==> src/rtl/cb_cfg_pkg.sv <==
// Shared types and constants for the connection-block configuration loader.
// Holds the sequencer state encoding, default chain geometry and counter width helper.
package cb_cfg_pkg;

  localparam int unsigned CB_BITS_DEFAULT = 96;
  localparam int unsigned CB_NUM_DEFAULT  = 2;

  typedef enum logic [2:0] {
    ST_IDLE,
    ST_FETCH,
    ST_SHIFT,
    ST_GAP,
    ST_DONE
  } state_e;

  // Bits needed to hold a count from 0 up to and including max_val (never below 1).
  function automatic int unsigned cnt_w(input int unsigned max_val);
    return (max_val == 0) ? 1 : int'($clog2(max_val + 1));
  endfunction

endpackage

==> src/rtl/cb_config_loader_if.sv <==
// Word-source handshake plus the serial programming lines shared by the CB chain.
// The loader uses the master view; the source/chain side uses the slave view.
interface cb_config_loader_if #(
  parameter int unsigned WORD_W = 32
);

  logic [WORD_W-1:0] word_data;
  logic              word_valid;
  logic              word_ready;
  logic              bit_in;
  logic              bit_valid;
  logic              prgm_b;
  logic              cb_prgm_b;
  logic              cb_prgm_b_in;

  modport master (
    input  word_data,
    input  word_valid,
    output word_ready,
    output bit_in,
    output bit_valid,
    output prgm_b,
    output cb_prgm_b,
    output cb_prgm_b_in
  );

  modport slave (
    output word_data,
    output word_valid,
    input  word_ready,
    input  bit_in,
    input  bit_valid,
    input  prgm_b,
    input  cb_prgm_b,
    input  cb_prgm_b_in
  );

endinterface

==> src/rtl/cfg_word_serializer.sv <==
// Parallel-load, LSB-first shift register with a bits-remaining counter.
// bit_out is the register LSB, so it reads 0 once a word has been fully shifted out.
module cfg_word_serializer
  import cb_cfg_pkg::*;
#(
  parameter int unsigned WORD_W = 32
) (
  input  logic              clk,
  input  logic              reset,
  input  logic              clear,
  input  logic              load,
  input  logic [WORD_W-1:0] load_data,
  input  logic              shift,
  output logic              bit_out,
  output logic              empty,
  output logic              last
);

  localparam int unsigned CNT_W = cnt_w(WORD_W);

  logic [WORD_W-1:0] shreg;
  logic [CNT_W-1:0]  remaining;

  // clear beats load beats shift
  always_ff @(posedge clk or negedge reset) begin
    if (!reset) begin
      shreg     <= '0;
      remaining <= '0;
    end else if (clear) begin
      shreg     <= '0;
      remaining <= '0;
    end else if (load) begin
      shreg     <= load_data;
      remaining <= CNT_W'(WORD_W);
    end else if (shift) begin
      shreg     <= shreg >> 1;
      remaining <= remaining - CNT_W'(1);
    end
  end

  assign bit_out = shreg[0];
  assign empty   = (remaining == '0);
  assign last    = (remaining == CNT_W'(1));

endmodule

==> src/rtl/cb_config_loader.sv <==
// Configuration sequencer for the connection-block chain: fetches words, shifts them
// out LSB-first, counts bits per CB and inserts one gap cycle between blocks.
module cb_config_loader
  import cb_cfg_pkg::*;
#(
  parameter int unsigned BITS_PER_CB = CB_BITS_DEFAULT,
  parameter int unsigned NUM_CB      = CB_NUM_DEFAULT,
  parameter int unsigned WORD_W      = 32
) (
  input  logic                        clk,
  input  logic                        reset,
  input  logic                        start,
  input  logic                        abort,
  cb_config_loader_if.master          bus,
  output logic                        cb_adv,
  output logic [cnt_w(NUM_CB)-1:0]    cb_index,
  output logic                        busy,
  output logic                        done
);

  localparam int unsigned BIT_W = cnt_w(BITS_PER_CB);
  localparam int unsigned IDX_W = cnt_w(NUM_CB);

  state_e           state;
  state_e           state_nxt;
  logic [BIT_W-1:0] bit_cnt;
  logic [BIT_W-1:0] bit_cnt_nxt;
  logic [IDX_W-1:0] cb_index_nxt;

  logic handshake;
  logic ser_load;
  logic ser_shift;
  logic ser_clear;
  logic ser_bit;
  logic ser_empty;
  logic ser_last;

  logic valid_nxt;
  logic adv_nxt;
  logic done_nxt;
  logic busy_nxt;

  // word_ready is a pure state decode so the source sees it in the FETCH cycle itself
  assign bus.word_ready = (state == ST_FETCH);
  assign handshake      = bus.word_ready & bus.word_valid;

  cfg_word_serializer #(
    .WORD_W (WORD_W)
  ) u_ser (
    .clk       (clk),
    .reset     (reset),
    .clear     (ser_clear),
    .load      (ser_load),
    .load_data (bus.word_data),
    .shift     (ser_shift),
    .bit_out   (ser_bit),
    .empty     (ser_empty),
    .last      (ser_last)
  );

  assign bus.bit_in = ser_bit;

  always_ff @(posedge clk or negedge reset) begin
    if (!reset) begin
      state <= ST_IDLE;
    end else begin
      state <= state_nxt;
    end
  end

  always_comb begin
    state_nxt    = state;
    bit_cnt_nxt  = bit_cnt;
    cb_index_nxt = cb_index;
    ser_load     = 1'b0;
    ser_shift    = 1'b0;
    ser_clear    = 1'b0;

    unique case (state)
      ST_IDLE: begin
        if (start) begin
          state_nxt    = ST_FETCH;
          bit_cnt_nxt  = '0;
          cb_index_nxt = '0;
        end
      end
      ST_FETCH: begin
        if (handshake) begin
          ser_load  = 1'b1;
          state_nxt = ST_SHIFT;
        end
      end
      ST_SHIFT: begin
        ser_shift   = ~ser_empty;
        bit_cnt_nxt = bit_cnt + BIT_W'(1);
        // decide on the last bit of the word: refill, or close out the CB
        if (ser_last) begin
          state_nxt = (bit_cnt == BIT_W'(BITS_PER_CB - 1)) ? ST_GAP : ST_FETCH;
        end
      end
      ST_GAP: begin
        bit_cnt_nxt  = '0;
        cb_index_nxt = cb_index + IDX_W'(1);
        state_nxt    = (cb_index == IDX_W'(NUM_CB - 1)) ? ST_DONE : ST_FETCH;
      end
      ST_DONE: begin
        cb_index_nxt = '0;
        state_nxt    = ST_IDLE;
      end
      default: begin
        state_nxt = ST_IDLE;
      end
    endcase

    // abort overrides everything, including a start seen in the same IDLE cycle
    if (abort) begin
      state_nxt    = ST_IDLE;
      bit_cnt_nxt  = '0;
      cb_index_nxt = '0;
      ser_load     = 1'b0;
      ser_shift    = 1'b0;
      ser_clear    = 1'b1;
    end

    valid_nxt = (state_nxt == ST_SHIFT);
    adv_nxt   = (state_nxt == ST_GAP);
    done_nxt  = (state_nxt == ST_DONE);
    busy_nxt  = (state_nxt == ST_FETCH) || (state_nxt == ST_SHIFT) || (state_nxt == ST_GAP);
  end

  // Outputs are registered from the next state so they line up with the state register.
  always_ff @(posedge clk or negedge reset) begin
    if (!reset) begin
      bus.bit_valid    <= 1'b0;
      bus.prgm_b       <= 1'b1;
      bus.cb_prgm_b    <= 1'b0;
      bus.cb_prgm_b_in <= 1'b0;
      cb_adv           <= 1'b0;
      done             <= 1'b0;
      busy             <= 1'b0;
      bit_cnt          <= '0;
      cb_index         <= '0;
    end else begin
      bus.bit_valid    <= valid_nxt;
      bus.prgm_b       <= ~busy_nxt;
      bus.cb_prgm_b    <= busy_nxt;
      bus.cb_prgm_b_in <= busy_nxt;
      cb_adv           <= adv_nxt;
      done             <= done_nxt;
      busy             <= busy_nxt;
      bit_cnt          <= bit_cnt_nxt;
      cb_index         <= cb_index_nxt;
    end
  end

endmodule

==> src/flat_wrapper.sv <==
// flat-port wrapper written by rule: the top's interface ports become plain ports
module cb_config_loader_flat import cb_cfg_pkg::*;
#(
  parameter int unsigned BITS_PER_CB = CB_BITS_DEFAULT,
  parameter int unsigned NUM_CB      = CB_NUM_DEFAULT,
  parameter int unsigned WORD_W      = 32
)
  (clk, reset, start, abort, cb_adv, cb_index, busy, done, bus_word_data, bus_word_valid, bus_word_ready, bus_bit_in, bus_bit_valid, bus_prgm_b, bus_cb_prgm_b, bus_cb_prgm_b_in);
  cb_config_loader_if #(.WORD_W(WORD_W)) bus_i ();
  input  logic clk;
  input  logic reset;
  input  logic start;
  input  logic abort;
  output logic cb_adv;
  output logic [cnt_w(NUM_CB)-1:0] cb_index;
  output logic busy;
  output logic done;
  input wire logic [$bits(bus_i.word_data)-1:0] bus_word_data;
  input wire logic [$bits(bus_i.word_valid)-1:0] bus_word_valid;
  output wire logic [$bits(bus_i.word_ready)-1:0] bus_word_ready;
  output wire logic [$bits(bus_i.bit_in)-1:0] bus_bit_in;
  output wire logic [$bits(bus_i.bit_valid)-1:0] bus_bit_valid;
  output wire logic [$bits(bus_i.prgm_b)-1:0] bus_prgm_b;
  output wire logic [$bits(bus_i.cb_prgm_b)-1:0] bus_cb_prgm_b;
  output wire logic [$bits(bus_i.cb_prgm_b_in)-1:0] bus_cb_prgm_b_in;
  assign bus_i.word_data = bus_word_data;
  assign bus_i.word_valid = bus_word_valid;
  assign bus_word_ready = bus_i.word_ready;
  assign bus_bit_in = bus_i.bit_in;
  assign bus_bit_valid = bus_i.bit_valid;
  assign bus_prgm_b = bus_i.prgm_b;
  assign bus_cb_prgm_b = bus_i.cb_prgm_b;
  assign bus_cb_prgm_b_in = bus_i.cb_prgm_b_in;
  cb_config_loader #(.BITS_PER_CB(BITS_PER_CB), .NUM_CB(NUM_CB), .WORD_W(WORD_W)) u_core (.clk(clk), .reset(reset), .start(start), .abort(abort), .bus(bus_i), .cb_adv(cb_adv), .cb_index(cb_index), .busy(busy), .done(done));
endmodule
==> config.mk <==
export PLATFORM = sky130hd
export DESIGN_NAME = cb_config_loader_flat
export DESIGN_NICKNAME = d
export VERILOG_FILES = /design/src/rtl/cb_cfg_pkg.sv /design/src/rtl/cb_config_loader_if.sv /design/src/rtl/cfg_word_serializer.sv /design/src/rtl/cb_config_loader.sv /design/src/flat_wrapper.sv
export SDC_FILE = /design/constraint.sdc
export NUM_CORES = 1
export LEC_CHECK = 0
export ABC_AREA = 1
export BUFFER_PORTS_ARGS = -buffer_cell sky130_fd_sc_hd__buf_4
export CAP_MARGIN = 0
export CELL_PAD_IN_SITES_DETAIL_PLACEMENT = 2
export CELL_PAD_IN_SITES_GLOBAL_PLACEMENT = 2
export CORE_MARGIN = 1.5
export CORE_UTILIZATION = 36
export CTS_CLUSTER_SIZE = 8
export DETAILED_ROUTE_END_ITERATION = 10
export GPL_TIMING_DRIVEN = 0
export PLACE_DENSITY = 0.84
export RECOVER_POWER = 50
export SYNTH_ARGS = -nofsm -noshare
export SYNTH_HDL_FRONTEND = slang
export SYNTH_HIERARCHICAL = 1
export SYNTH_SLANG_ARGS = --single-unit
==> constraint.sdc <==
create_clock -name clk -period 3.6 [get_ports clk]
set_input_delay 0.54 -clock clk [delete_from_list [all_inputs] [get_ports clk]]
set_output_delay 0.54 -clock clk [all_outputs]
set_load 0.1 [all_outputs]
==> impl_metrics.ini, run 1 <==
[outcome]
outcome = finished clean

[power_and_ir_drop]
leakage_nw = 1.59
p_int_mw = 0.875
switchingPower_mw = 0.420
switching_share = 0.324
ir_drop_mv = 0.135
power_density_mw_per_mm2 = 385
combPwrFrac = 0.193
p_clk_frac = 0.291
seqPwrFrac = 0.516

[clock_network]
clk_pin_slew_worst_paths_ns = 0.12
cts_resized = 0
cts_root_buffer = clkbuf_8
clock_sinks = 55
htreeDepth = 2
clk_latency_ns = 0.32
postCtsHoldBufs = 0
cts_buffers = 5
clockBufferDepth = 2
cts_tree = yes
post_cts_buffers = 0

[detailed_routing]
ant_nets = 0
num_vias = 2393
dr.pass1.iters = 4
avgViaCountPerCell = 5.07
drt_iter0_drc = 107
wirelength_um = 7870
drc = 0
wl_per_cell_um = 16.7

[final_layout]
areaGrowthSynthToFinish_pct = 20.3
final_layout_size_suffix_gt1_frac = 0.236
final_common_cell = nand2_1
most-common-layout-cells = 66 x nand2_1, 54 x dfrtp_1, 52 x buf_4, 26 x o21ai_1
antennaDiodeCount = 0
nets = 413
n_fill_cell = 852

[yosys]
syn_inst = 318
avgSynthCellArea_sq_um = 8.81
ys_types = 29
ys_seq_elements = 55
ys_async_sr_fraction = 1.00
ys.flop_type = dfrtp_1
syn-cell-area_sq_mm = 0.00280
yosys_warnings = 6
synth_edf_count = 0
syn_nets = 359
yosysSeqAreaShare = 0.492

[critical_path]
critPathMaxFanout = 10
path_cells = inv_2 -> nor3_4 -> nand2_1 -> nor2_1 -> buf_4 -> inv_2 -> nand2_2 -> clkinv_2 -> buf_4 -> nand2_1 -> o21ai_1
cp-end-kind = register
cp_data_required_time_ns = 3.80
cp_slowest_stage_delay_ns = 0.51
worst_setup_path_start_kind = register
reg2reg_slack_ns = 1.47
crit_family = simple AND/OR/NAND/NOR gates
crit_type = register to register
worst_path_max_delay_cell = dfrtp_1
worstPathArrival_ns = 2.33
path_buf_inv = 5

[sta]
final-max-slew-violation-count = 0
post-route-min-period_ns = 2.13
fin_setup_tns_ns = 0
grt_setup_unrepaired = false
finalSetupViolCount = 0
fin_crit_sh = 0.592
hold_ws_ns = 0.493
final_hold_viol_count = 0
slew_headroom = 0.0616
worstMarginPinSlew_ns = 1.41
max_freq_ghz = 0.469
clock_skew_ns = 0.0169

[floorplan]
rows = 31
initial_core_util = 0.380
ios = 48
die_area_sq_mm = 0.00832
die_w_um = 91.2
die-height_um = 91.2
fp.coreArea_sq_mm = 0.00737

[global_routing]
grt_pass1_wl_um = 13600
grt_antenna_before_repair = 0
grt_start_max_net_pins = 56
grt_overflow = 0
grt_pass1_vias = 2775
grt_usage = 0.203

[hold_path]
min_path_type = primary input to register

[place]
place_congestion = 0.737
place.detailed.hpwl_um = 5590
port_buffers = 47

[run]
cap_viol_max_count = 0
## worst paths after layout
check                                                   from                                     to  cells past startpoint
min in group asynchronous                              reset          u_core/bit_cnt[3]$_DFFE_PN0P_                      1
setup reg to reg                   u_core/state[1]$_DFF_PN0_      u_core/u_ser/shreg[5]$_DFFE_PN0P_                     11
hold / removal                              bus_word_data[2]      u_core/u_ser/shreg[2]$_DFFE_PN0P_                      3
setup / recovery                   u_core/state[1]$_DFF_PN0_      u_core/u_ser/shreg[5]$_DFFE_PN0P_                     11
hold reg to reg            u_core/u_ser/shreg[8]$_DFFE_PN0P_      u_core/u_ser/shreg[8]$_DFFE_PN0P_                      2
max in group asynchronous                              reset  u_core/u_ser/remaining[3]$_DFFE_PN0P_                      1
## cell families (layout without fill, tap and decap cells)
kind of cell / after synthesis / after routing / synth area share
flip-flops: 55 / 55 / 0.492
multiplexers: 23 / 23 / 0.0822
AO/OA/AOI/OAI: 58 / 58 / 0.107
adder cells (fa/ha/maj): 4 / 4 / 0.0179
buffers and inverters: 45 / 100 / 0.0822
AND/OR/NAND/NOR: 133 / 133 / 0.218
## cell type report
cell class	instances	area, sq um	share of cell area
Buffer	14	113	0.0334
Clock buffer	5	68.8	0.0204
Clock inverter	3	27.5	0.00817
Inverter	31	118	0.0349
Multi-Input combinational cell	218	1190	0.353
Sequential cell	55	1380	0.409
Tap cell	99	124	0.0368
Timing Repair Buffer	47	350	0.104
## stage by stage
step / power (mW) / utilization / instances / worst slack, ns / area, sq um
global route: 1.36 / 0.457 / 472 / 1.31 / 3370
global placement: 0.922 / 0.445 / 464 / 1.53 / 3280
CTS: 1.32 / 0.458 / 472 / 1.44 / 3370
finish: 1.30 / 0.457 / 472 / 1.47 / 3370
floorplan: 0.838 / - / 318 / 0.833 / 2800
detailed placement: 0.934 / 0.445 / 464 / 1.47 / 3280
## power groups by stage
| stage | Sequential (mW) | Clock (mW) | Combinational [mW] |
|---|---|---|---|
| floorplan | 0.704 | 0 | 0.133 |
| global placement | 0.677 | 0 | 0.244 |
| detailed placement | 0.680 | 0 | 0.254 |
| CTS | 0.668 | 0.391 | 0.256 |
| global route | 0.672 | 0.412 | 0.274 |
| finish | 0.668 | 0.377 | 0.251 |
## flip-flops by register name, indices dropped and copies added (netlist names)
register and flops:
u_core/bus.bit_valid 1, u_core/u_ser/shreg 32, u_core/busy 1, u_core/state 3
u_core/u_ser/remaining 6, u_core/cb_index 2, u_core/bus.prgm_b 1, u_core/cb_adv 1
u_core/bit_cnt 7, u_core/done 1
## synth_stat cells, drive strengths merged, types with 3 or more instances
library cell	instances	share of area
a21oi	3	0.0054
buf	13	0.038
dfrtp	54	0.48
ha	4	0.018
inv	29	0.039
mux2i	23	0.082
nand2	72	0.10
nand3	21	0.038
nand4	10	0.022
nor2	23	0.037
nor3	6	0.017
o21ai	50	0.089
## worst min-delay path, cell delays in order
cell     delay, ns
buf_4         0.08
mux2i_1       0.06
o21ai_1       0.11
## routing by layer
| metal | part of all wire | track usage | vias to the layer above |
|---|---|---|---|
| li1 | - | - | 1156 |
| met3 | 0.022 | 0.0268 | 2 |
| met5 | 0 | 0 | - |
| met2 | 0.54 | 0.385 | 32 |
| met4 | 0.0039 | 0.0430 | 0 |
| met1 | 0.43 | 0.240 | 1203 |
(Power assumes the default switching activity.)
==> inputs of run 2 (changes only) <==
CORE_UTILIZATION = 30   (was 36)
PLACE_DENSITY = 0.75   (was 0.84)
clock period = 1.9 ns   (was 3.6 ns; I/O delays follow)
==> run 2 against run 1 <==
Hold slack lost 0.29 ns. Cell count is 3.6% higher. Sequential power grew 89%. Clock-buffer cell count up 1. First-iteration DRC count shrank 61%. Sequential share of layout area is 1.3 points lower. Core utilization down 7.7 points. Critical path depth unchanged.
==> impl_metrics.ini, run 2 (same netlist as run 1, synthesis figures left out) <==
[outcome]
outcome = finished clean

[global_routing]
grt_start_max_net_pins = 56
grt_pass1_wl_um = 12900
grt_pass1_vias = 2701
grt_overflow = 0
grt_antenna_before_repair = 0
grt_usage = 0.163

[final_layout]
areaGrowthSynthToFinish_pct = 24.4
regMostFlops = u_core/u_ser/shreg
antennaDiodeCount = 0
nets = 418
most-common-layout-cells = 65 x nand2_1, 53 x buf_4, 52 x dfrtp_1, 29 x o21ai_1, 23 x mux2i_1
fin_util = 0.380
final_common_cell = nand2_1
fin_cells = 489
reg_top3 = u_core/u_ser/shreg x32, u_core/bit_cnt x7, u_core/u_ser/remaining x6
final_layout_size_suffix_gt1_frac = 0.265
largest_reg_flops = 32

[floorplan]
die-height_um = 99.6
initial_core_util = 0.306
ios = 48
die_w_um = 99.6
rows = 35
fp.coreArea_sq_mm = 0.00915
die_area_sq_mm = 0.00992

[clock_network]
clk_latency_ns = 0.32
htreeDepth = 2
cts_buffers = 5
cts_root_buffer = clkbuf_8
cts_tree = yes
clockBufferDepth = 2
clk_pin_slew_worst_paths_ns = 0.11
clock_sinks = 55

[sta]
clock_skew_ns = 0.0143
max_freq_ghz = 0.548
post-route-min-period_ns = 1.83
final-max-slew-violation-count = 0
finalWorstSetupSlack_ns = 0.0739
finalSetupViolCount = 0
slew_headroom = 0.0410
fin_crit_sh = 0.961
final_hold_viol_count = 0
fin_setup_tns_ns = 0
worstMarginPinSlew_ns = 1.44

[critical_path]
cp_slowest_stage_delay_ns = 0.41
cp_data_required_time_ns = 2.11
worstPathArrival_ns = 2.03
crit_family = buffers and inverters
cp-end-kind = register
critical_path.most_common_cell = buf_4
worst_setup_path_start_kind = register
worst_path_max_delay_cell = dfrtp_1
path_cells = inv_2 -> ha_2 -> nand2_1 -> nor3_1 -> nor2_1 -> buf_4 -> inv_4 -> nand2_4 -> buf_4 -> o21ai_0 -> inv_1
path_buf_inv = 5
critPathMaxFanout = 10
crit_type = register to register

[power_and_ir_drop]
combPwrFrac = 0.191
switching_share = 0.300
p_clk_frac = 0.316
switchingPower_mw = 0.769
ir_drop_mv = 0.356
p_int_mw = 1.79
leakage_nw = 1.63
seqPwrFrac = 0.494
power_density_mw_per_mm2 = 736

[detailed_routing]
drc = 0
dr.pass1.iters = 4
drt_iter0_drc = 42
wl_per_cell_um = 15.6
ant_nets = 0
num_vias = 2416
wirelength_um = 7630
avgViaCountPerCell = 4.94

[hold_path]
min_path_type = primary input to register

[place]
dp_slack_ns = -0.118
place.detailed.hpwl_um = 5410
place_congestion = 0.759
port_buffers = 47
dp_cells = 476

[run]
cap_viol_max_count = 0
==> run 2: path summary, 6_finish.rpt <==
check                                                      start                            endpoint  slack (ns)  cells after the start
hold / removal                                 bus_word_data[31]  u_core/u_ser/shreg[31]$_DFFE_PN0P_        0.21                      3
max in group asynchronous                                  reset           u_core/state[1]$_DFF_PN0_        0.64                      1
setup / recovery           u_core/u_ser/remaining[0]$_DFFE_PN0P_  u_core/u_ser/shreg[18]$_DFFE_PN0P_        0.07                     11
setup reg to reg           u_core/u_ser/remaining[0]$_DFFE_PN0P_  u_core/u_ser/shreg[18]$_DFFE_PN0P_        0.07                     11
min in group asynchronous                                  reset  u_core/u_ser/shreg[15]$_DFFE_PN0P_        0.29                      1
hold reg to reg               u_core/u_ser/shreg[17]$_DFFE_PN0P_  u_core/u_ser/shreg[17]$_DFFE_PN0P_        0.50                      2
==> run 2: layer usage <==
metal,global-route usage,share of wire
met3,0.0190,0.021
met1,0.204,0.46
met4,0.0520,0.013
met2,0.294,0.50
met5,0,0
==> run 2: tightest hold or removal path: stages <==
cell,delay (ns)
buf_4,0.08
nand3_1,0.07
o21ai_0,0.06
==> run 2: area by class of cell <==
class	instances	area, sq um
inverter	31	124
timing repair buffer	52	380
sequential	55	1380
tap	111	139
fill	1045	5670
clock inverter	2	38.8
multi-input combinational	218	1220
clock buffer	6	72.6
buffer	14	129
==> run 2: timing repair <==
action / CTS / global route
resized for setup: 3 / 6
hold buffers: 0 / 0
setup endpoints to repair: 31 / 31
buffers inserted: 1 / 4
pin swaps: 1 / 0
==> run 2: stage by stage <==
stage	power [mW]	instance area, sq um	hold slack, ns
detailed placement	1.77	3330	0.409
CTS	2.61	3450	0.0486
global placement	1.76	3330	0.410
floorplan	1.60	2840	-0.0106
finish	2.56	3480	0.206
global route	2.69	3480	0.225
==> run 2: power groups by stage <==
stage                     registers (mW)  clock network [mW]  logic, mW
after global routing                1.27               0.879      0.537
after CTS                           1.27               0.850      0.493
after detailed placement            1.29                   0      0.487
final                               1.26               0.810      0.488
after floorplan                     1.34                   0      0.261
after global placement              1.28                   0      0.474
==> inputs of run 3 (changes only) <==
CTS_BUF_LIST = sky130_fd_sc_hd__clkbuf_16   (was unset)
==> run 3 against run 2 <==
Clock-buffer cell count is 1 lower. Fmax is 1.8% higher. Cell count is 0.41% lower. Non-clock buffer count is 2 lower. Via count is 0.70% lower. Hold slack better by 0.035 ns. Largest cell class unchanged. Combinational power hardly changed. Critical path depth stayed put. Largest power group unchanged. Sequential share of layout area is 0.49 points lower. Wire length is 1.0% lower. Global-route usage is 0.057 points higher. Flip-flop and latch count stayed put.
==> impl_metrics.ini, run 3 (same netlist as run 1, synthesis figures left out) <==
[hold_path]
min_path_type = primary input to register

[place]
dp_cells = 476
placed_cell_area_sq_mm = 0.00333
port_buffers = 47
place.detailed.hpwl_um = 5410
place_congestion = 0.759

[global_routing]
grt_antenna_before_repair = 0
grt_overflow = 0
grt_usage = 0.164
grt_pass1_wl_um = 13100
grt_pass1_vias = 2736
grt_start_max_net_pins = 56

[sta]
clock_skew_ns = 0.00846
finalSetupViolCount = 0
final-max-slew-violation-count = 0
worstMarginPinSlew_ns = 1.44
post-route-min-period_ns = 1.79
max_freq_ghz = 0.558
fin_crit_sh = 0.944
final_hold_viol_count = 0
slew_headroom = 0.0396
grt_setup_unrepaired = false

[floorplan]
initial_core_util = 0.306
ios = 48
rows = 35
fp.coreArea_sq_mm = 0.00915
die-height_um = 99.6
die_w_um = 99.6
die_area_sq_mm = 0.00992

[detailed_routing]
drc = 0
wl_per_cell_um = 15.5
num_vias = 2399
wirelength_um = 7550
dr.pass1.iters = 4
avgViaCountPerCell = 4.93
drt_iter0_drc = 64
ant_nets = 0

[final_layout]
nets = 416
largest_reg_flops = 32
final_layout_size_suffix_gt1_frac = 0.261
regMostFlops = u_core/u_ser/shreg
reg_top3 = u_core/u_ser/shreg x32, u_core/bit_cnt x7, u_core/u_ser/remaining x6
areaGrowthSynthToFinish_pct = 25.9
most-common-layout-cells = 65 x nand2_1, 52 x buf_4, 52 x dfrtp_1, 30 x o21ai_1
antennaDiodeCount = 0
fin_cells = 487
design_area_sq_mm = 0.00353
final_common_cell = nand2_1

[clock_network]
clockBufferDepth = 2
cts_tree = yes
postCtsHoldBufs = 0
htreeDepth = 2
cts_buffers = 5
clk_pin_slew_worst_paths_ns = 0.08
cts_root_buffer = clkbuf_16
clock_sinks = 55
clk_latency_ns = 0.29

[run]
cap_viol_max_count = 0

[critical_path]
cp_data_required_time_ns = 2.08
critPathMaxFanout = 10
cp-end-kind = register
crit_type = register to register
worst_setup_path_start_kind = register
worstPathArrival_ns = 1.97

[power_and_ir_drop]
leakage_nw = 1.65
power_density_mw_per_mm2 = 795
ir_drop_mv = 0.331

[outcome]
outcome = finished clean
run 3: changes by cell type in the layout (fill, tap and decap cells not counted), sizes merged:
cell / previous run / this run
buf: 61 / 60
clkbuf: 11 / 9
inv: 30 / 31
run 3: cell type report:
class	instances	area [sq um]
buffer	14	129
clock buffer	5	125
clock inverter	3	42.5
fill	1046	5630
inverter	31	124
multi-input combinational	218	1220
sequential	55	1380
tap	111	139
timing repair buffer	50	368
run 3: per-stage QoR:
step                hold WS, ns  setup TNS (ns)  total power [mW]  setup slack [ns]  utilization
detailed placement        0.409           -2.52              1.77            -0.118        0.364
global placement          0.410           -1.41              1.76            -0.102        0.364
floorplan               -0.0106          -11.65              1.60            -0.353            -
global route              0.265               0              2.94           0.00344        0.385
finish                    0.242               0              2.80             0.107        0.385
CTS                      0.0923               0              2.86          0.000310        0.383
run 3: final timing paths:
path | startpoint | endpoint | slack (ns) | cells past startpoint
hold reg to reg | u_core/u_ser/shreg[17]$_DFFE_PN0P_ | u_core/u_ser/shreg[17]$_DFFE_PN0P_ | 0.49 | 2
setup reg to reg | u_core/u_ser/remaining[0]$_DFFE_PN0P_ | u_core/u_ser/shreg[18]$_DFFE_PN0P_ | 0.11 | 11
max in group asynchronous | reset | u_core/state[1]$_DFF_PN0_ | 0.61 | 1
setup / recovery | u_core/u_ser/remaining[0]$_DFFE_PN0P_ | u_core/u_ser/shreg[18]$_DFFE_PN0P_ | 0.11 | 11
hold / removal | bus_word_data[31] | u_core/u_ser/shreg[31]$_DFFE_PN0P_ | 0.24 | 3
min in group asynchronous | reset | u_core/u_ser/shreg[15]$_DFFE_PN0P_ | 0.33 | 1
run 3: metal layers:
layer	vias up	share of wire	global-route usage
met2	29	0.51	0.303
met5	-	0	0
met3	5	0.019	0.0190
met1	1196	0.46	0.204
met4	0	0.0090	0.0390
li1	1169	-	-
run 3: what timing repair did:
| item | in CTS | in global routing |
|---|---|---|
| pin swaps | 1 | 0 |
| endpoints found under the setup margin | 30 | 31 |
| cloned | 0 | 0 |
| buffers inserted | 1 | 2 |
| resized for setup | 2 | 8 |
run 3: critical path: stages (launching register included):
cell and delay (ns):
dfrtp_1 0.39, inv_2 0.09, ha_2 0.20, nand2_1 0.06
nor3_1 0.14, nor2_1 0.07, buf_4 0.17, inv_4 0.09
nand2_4 0.08, buf_4 0.18, o21ai_0 0.15, inv_1 0.06
run 3: power by group:
group | total, mW | internal (mW) | switching [mW]
logic | 0.485 | 0.167 | 0.317
clock network | 1.05 | 0.623 | 0.430
registers | 1.27 | 1.23 | 0.0397
total | 2.80 | 2.02 | 0.787
